$ cat src/rtl/data_mem_dump.sv
// rtl/data_mem_dump.sv - post-halt data memory dump: word reads serialised as hi/lo bytes to a UART
//
// Walks word addresses 0..DEPTH-1 on the data memory read port, captures each
// registered read word, and hands it to the transmitter as two bytes (high
// byte first) over a TX_START / TX_DONE handshake. All outputs are decoded
// from state, index and the captured word only.
module data_mem_dump #(
  parameter int ADDR_W = 11,
  parameter int DATA_W = 16,
  parameter int DEPTH  = 10
) (
  input  logic              CLK,
  input  logic              RESET,
  input  logic              START,
  output logic              MEM_RD,
  output logic              MEM_WR,
  output logic [ADDR_W-1:0] MEM_ADDR,
  input  logic [DATA_W-1:0] MEM_DATA,
  output logic [7:0]        TX_DATA,
  output logic              TX_START,
  input  logic              TX_DONE,
  output logic              BUSY,
  output logic              DONE
);

  localparam int IDX_W = (DEPTH > 1) ? $clog2(DEPTH) : 1;
  localparam logic [IDX_W-1:0] LAST_IDX = IDX_W'(DEPTH - 1);

  localparam logic [3:0] S_IDLE    = 4'd0;
  localparam logic [3:0] S_READ    = 4'd1;
  localparam logic [3:0] S_CAPTURE = 4'd2;
  localparam logic [3:0] S_SEND_HI = 4'd3;
  localparam logic [3:0] S_WAIT_HI = 4'd4;
  localparam logic [3:0] S_SEND_LO = 4'd5;
  localparam logic [3:0] S_WAIT_LO = 4'd6;
  localparam logic [3:0] S_NEXT    = 4'd7;
  localparam logic [3:0] S_FINISH  = 4'd8;

  logic [3:0]        state;
  logic [IDX_W-1:0]  index;
  logic [DATA_W-1:0] word;

  // Sequencer: state, word index and captured word; reset aborts any dump in flight.
  always_ff @(posedge CLK or posedge RESET) begin
    if (RESET) begin
      state <= S_IDLE;
      index <= '0;
      word  <= '0;
    end else begin
      case (state)
        S_IDLE: begin
          if (START) begin
            state <= S_READ;
            index <= '0;
          end
        end
        S_READ:    state <= S_CAPTURE;
        S_CAPTURE: begin
          // Memory returns 0 once RD drops, so the word must be latched now.
          word  <= MEM_DATA;
          state <= S_SEND_HI;
        end
        S_SEND_HI: state <= S_WAIT_HI;
        S_WAIT_HI: if (TX_DONE) state <= S_SEND_LO;
        S_SEND_LO: state <= S_WAIT_LO;
        S_WAIT_LO: if (TX_DONE) state <= S_NEXT;
        S_NEXT: begin
          if (index == LAST_IDX) begin
            state <= S_FINISH;
          end else begin
            index <= index + 1'b1;
            state <= S_READ;
          end
        end
        S_FINISH: begin
          index <= '0;
          state <= S_IDLE;
        end
        default: state <= S_IDLE;
      endcase
    end
  end

  // Moore output decode; TX_DATA stays on the current byte through its wait state.
  always_comb begin
    MEM_RD   = 1'b0;
    MEM_WR   = 1'b0;
    MEM_ADDR = ADDR_W'(index);
    TX_DATA  = 8'h00;
    TX_START = 1'b0;
    BUSY     = (state != S_IDLE);
    DONE     = 1'b0;
    case (state)
      S_READ:    MEM_RD = 1'b1;
      S_SEND_HI: begin
        TX_DATA  = word[15:8];
        TX_START = 1'b1;
      end
      S_WAIT_HI: TX_DATA = word[15:8];
      S_SEND_LO: begin
        TX_DATA  = word[7:0];
        TX_START = 1'b1;
      end
      S_WAIT_LO: TX_DATA = word[7:0];
      S_FINISH:  DONE = 1'b1;
      default: ;
    endcase
  end

endmodule

$ cat config.mk
export PLATFORM = sky130hd
export DESIGN_NAME = data_mem_dump
export DESIGN_NICKNAME = d
export VERILOG_FILES = /design/src/rtl/data_mem_dump.sv
export SDC_FILE = /design/constraint.sdc
export NUM_CORES = 1
export LEC_CHECK = 0
export ABC_AREA = 1
export BUFFER_PORTS_ARGS = -buffer_cell sky130_fd_sc_hd__buf_4
export CORE_MARGIN = 1
export CORE_UTILIZATION = 52
export DETAILED_ROUTE_END_ITERATION = 10
export MAX_ROUTING_LAYER = met4
export PLACE_DENSITY = 0.83
export SYNTH_ARGS = -nofsm -noshare
export SYNTH_HDL_FRONTEND = slang
export SYNTH_SLANG_ARGS = --single-unit
$ cat constraint.sdc
create_clock -name CLK -period 2.3 [get_ports CLK]
set_clock_uncertainty 0.2 [all_clocks]
set_input_delay 0.23 -clock CLK [delete_from_list [all_inputs] [get_ports CLK]]
set_output_delay 0.23 -clock CLK [all_outputs]
set_load 0.03 [all_outputs]
Word level (Yosys, flattened, before mapping)
Cells that the tools add are included.
{ "totals": {"ff_bits": 24, "in_bits": 20, "out_inout_bits": 24, "wordCells": 37} }
{ "classes": {"add_sub_neg": 1, "eq_ne": 13, "n_mux": 12, "n_reduce_logical": 8} }
{ "ops": {"columns": ["operator", "count"], "rows": [
  ["4-bit one-hot mux with 8 select lines", 1],
  ["4-bit 2-to-1 mux", 6],
  ["4-bit by 3-bit equality test with 1-bit output (second input constant)", 4],
  ["8-bit one-hot mux with 2 select lines", 1],
  ["4-bit one-hot mux with 3 select lines", 1],
  ["4-bit by 2-bit equality test with 1-bit output (second input constant)", 2],
  ["4-bit equality test (second input constant)", 2],
  ["2-bit != test (second input constant)", 4],
  ["3-bit AND reduction", 2],
  ["2-bit OR reduction", 3],
  ["4-bit by 1-bit adder with 4-bit output (second input constant)", 1],
  ["4-bit by 1-bit equality test with 1-bit output (second input constant)", 1],
  ["4-bit zero test", 1],
  ["4-bit nonzero test", 1],
  ["1-bit 2-to-1 mux", 3],
  ["3-bit nonzero test", 1]
]} }

Logic depth before layout (Yosys ltp)
{ "depth": {"depth_word": 3, "depth_mapped": 9, "mapped_depth_nobuf": 9} }

Least setup slack after synthesis
No wires, ideal clock.
{ "synth_path": {"kind": "flip-flop to output port", "from": "reg state[2]", "to": "out TX_DATA[3]", "t_arrival_ns": 1.483, "t_required_ns": 1.870, "slack_ns": 0.387, "path_stages_with_launch": 5, "n_path_buf": 0, "path_cell_list": "dfrtp_1 > inv_2 > nor2_1 > nand3_2 > o21ai_0"} }
{ "synth_between": {"elab_chain_cells": 3, "elab_cells_between_ends": 7, "cone_classes": "4 x eq/ne; 1 x mux; 2 x reduce/logical"} }
{ "synth_lines": {"columns": ["item", "line", "source"], "rows": [
  ["from (decl)", "39", "logic [3:0] state;"],
  ["from (signal assigned)", "46", "state <= S_IDLE;"],
  ["from (signal assigned)", "53", "state <= S_READ;"],
  ["from (signal assigned)", "57", "S_READ: state <= S_CAPTURE;"],
  ["4-bit by 3-bit equality test with 1-bit output / 4-bit by 2-bit equality test with 1-bit output (equally long branches)", "93", "case (state)"],
  ["2-bit OR reduction (no source line)", null, null],
  ["8-bit one-hot mux with 2 select lines (*)", "93", null],
  ["to (decl)", "19", "output logic [7:0] TX_DATA,"]
]} }
Mark *: on every way between the ends. The rest lies on a longest branch, timed or not.

Worst setup path after layout
{ "layout_path": {"from": "reg state[2]", "to": "out TX_DATA[1]"} }
Same word-level chain as after synthesis.

==> run metrics <==
drt total wl 2.894 mm; post-route cell area 0.001737 mm2; CP max stage cell dfrtp_1; Crit. End Element output port; Leak 0.9440 nW; Die Width 51.25 um; Fin Setup TNS 0 ps; post-synthesis register bit count 24; vias in the first global route 1124; CTS max path bufs 2; Worst Path Max Fanout 6; final setup fails 0; Synth area leader dfrtp_1; CTS Buf Count 3; yosys synthesis warning count 0; CTS H-Tree Depth 1; crit-path max cell delay 450 ps; Worst-path clk slew 140 ps; min-delay src TX_DONE; WHS Endpoint state[0]; crit path time final 2144 ps; aggregate global routing overflow 0; first drt pass iteration count 4; layout cells sized above 1 0.2311; GRT Overall Usage 0.2640; hpwl dp 1.846 mm; initial core utilization 0.5594; pre-CTS WS 554.0 ps; dominant cells by area after synthesis dfrtp_1 48%, inv_1 8.0%, nand2_1 7.4%; largest net degree at the start of global routing 34; placed insts 219; Pwr Total 2.353 mW; worst slew pin tran 562.7 ps; Seq/Total Area, Yosys 0.4762; final hold vios 0; post-layout util 0.7703; GP Congestion 0.8042; antenna-violating nets left 0; area growth from synthesis to layout 37.70%; crit path DAT 1710 ps; Async SR Flop Fraction 1.000; mapped cell area 0.001261 mm2; max-cap check violation count 0; pwr/cell area 1355 mW/mm2; reg2reg start state[2]; R2R cell count 4; final non-filler cell total 240; post-synth top area share 0.4762; min setup slack post-route 155.7 ps; R2R Setup Slk 530 ps; CP most frequent cell nor2_2; IO Port Bufs 35; kind of cell adding the most delay to the critical path simple AND/OR/NAND/NOR gates; most instantiated cells after synthesis 27 x inv_1, 25 x nand2_1, 24 x dfrtp_1, 18 x nor2_1, 14 x o21ai_0; Cells on Worst Hold Path 5; RR Endpoint word[0]; DRT iter0 DRCs 24; io pins 44; full die area 0.002627 mm2; most frequent cell after synthesis inv_1; Synth Instances 159; critical-path cell list nor2_2 > inv_1 > nor2_2 > nor2_1 > o22ai_1 > buf_4; status completed; ANT cells 0; max-slew violation count 0; Post-synth EDFFs 0; slew margin rel. 0.6244; Final nets 235; number of setup buffers added after CTS 0; critical path buffer and inverter count 2; site row count 17; Crit Path Class flop to output port; Hold Path Class primary input to flop; WHS 89.12 ps; Unique masters post-synth 25; initial antenna violation count 0; Syn Area/Cell 7.932 um2; Final Cycle Share 0.9323; Worst-Skew Late Latency 340 ps; first-pass GRT wire length 4.809 mm; Placed Area 0.001518 mm2; peak supply drop 0.001315 V; CTS tree built; Routed wire per std cell 12.06 um; root buffer cell clkbuf_4; vias per inst 4.904; RSZ-0062 raised after global routing false; f_max 0.4664 GHz; top_reg_cell synth dfrtp_1; DR DRC count 0; DR vias 1177; WP data required 1870 ps; CTS sink count 24; CP Launch Type flop; Die Height 51.25 um; Core Region 0.002255 mm2
[cells by family (layout without fill, tap and decap cells)]
logic type	count (synthesis)	after routing	share of synthesized area
other	1	8	0.002973
xor gates and xnor gates	1	1	0.006946
buffers and inverters	39	85	0.1429
adders and majority gates	2	2	0.01984
and+or+nand+nor	60	60	0.2183
DFF	24	24	0.4762
AOI/OAI and AO/OA	32	32	0.1329
[worst reg2reg max path: stages (launching register included)]
cell     delay (ps)
dfrtp_1         450
nor2_2          170
nand3_2         470
nor2_1          260
a21oi_1          80
[power breakdown]
part	switching, mW	internal (mW)	total (mW)
logic	0.909	0.476	1.38
clock network	0.136	0.0972	0.233
registers	0.122	0.613	0.735
[cell usage in the layout, fill, tap and decap left out, drive strengths merged]
cell / count
o21ai: 15
a21oi: 12
nand2: 26
nand3b: 1
dlygate4sd3: 17
or2: 2
nor3: 1
inv: 28
dfrtp: 24
ha: 2
nand3: 6
o211ai: 1
conb: 8
o22ai: 4
nor2: 23
clkbuf: 4
xor2: 1
nand4: 1
buf: 36
[sequential cells by signal (all words and copies together), names as in the netlist]
| register | flops |
|---|---|
| index | 4 |
| state | 4 |
| word | 16 |
[what timing repair did]
| item | 4_1_cts | 5_1_grt |
|---|---|---|
| hold endpoints to repair | 40 | 0 |
| endpoints found under the setup margin | 0 | 1 |
| resized for setup | 0 | 2 |
| hold buffers | 17 | 0 |
[layout make-up]
| class | count | area, um2 |
|---|---|---|
| sequential | 24 | 600.6 |
| clock buffer | 4 | 36.28 |
| multi-input combinational | 103 | 519.2 |
| inverter | 28 | 105.1 |
| timing repair buffer | 53 | 440.4 |
| tap | 28 | 35.03 |
| fill | 165 | 518.0 |
[worst max-delay path by stage]
stage | endpoint | from | slack, ps | depth (start not counted)
2_1_floorplan | TX_DATA[3] | state[2] | 390 | 4
3_3_place_gp | TX_DATA[1] | state[2] | 600 | 6
3_5_place_dp | TX_DATA[1] | state[0] | 550 | 6
4_1_cts | TX_DATA[4] | state[2] | 170 | 5
5_1_grt | TX_DATA[5] | state[2] | 3 | 5
6_report | TX_DATA[1] | state[2] | 160 | 6
[layer usage]
| metal | global-route usage | share of wire | vias to the layer above |
|---|---|---|---|
| met4 | 0.1216 | 0.020 | 0 |
| li1 | - | - | 587 |
| met3 | 0.04464 | 0.054 | 5 |
| met1 | 0.3115 | 0.43 | 539 |
| met2 | 0.4408 | 0.50 | 46 |
| met5 | - | 0 | - |
Power figures use the tool's default switching activity.
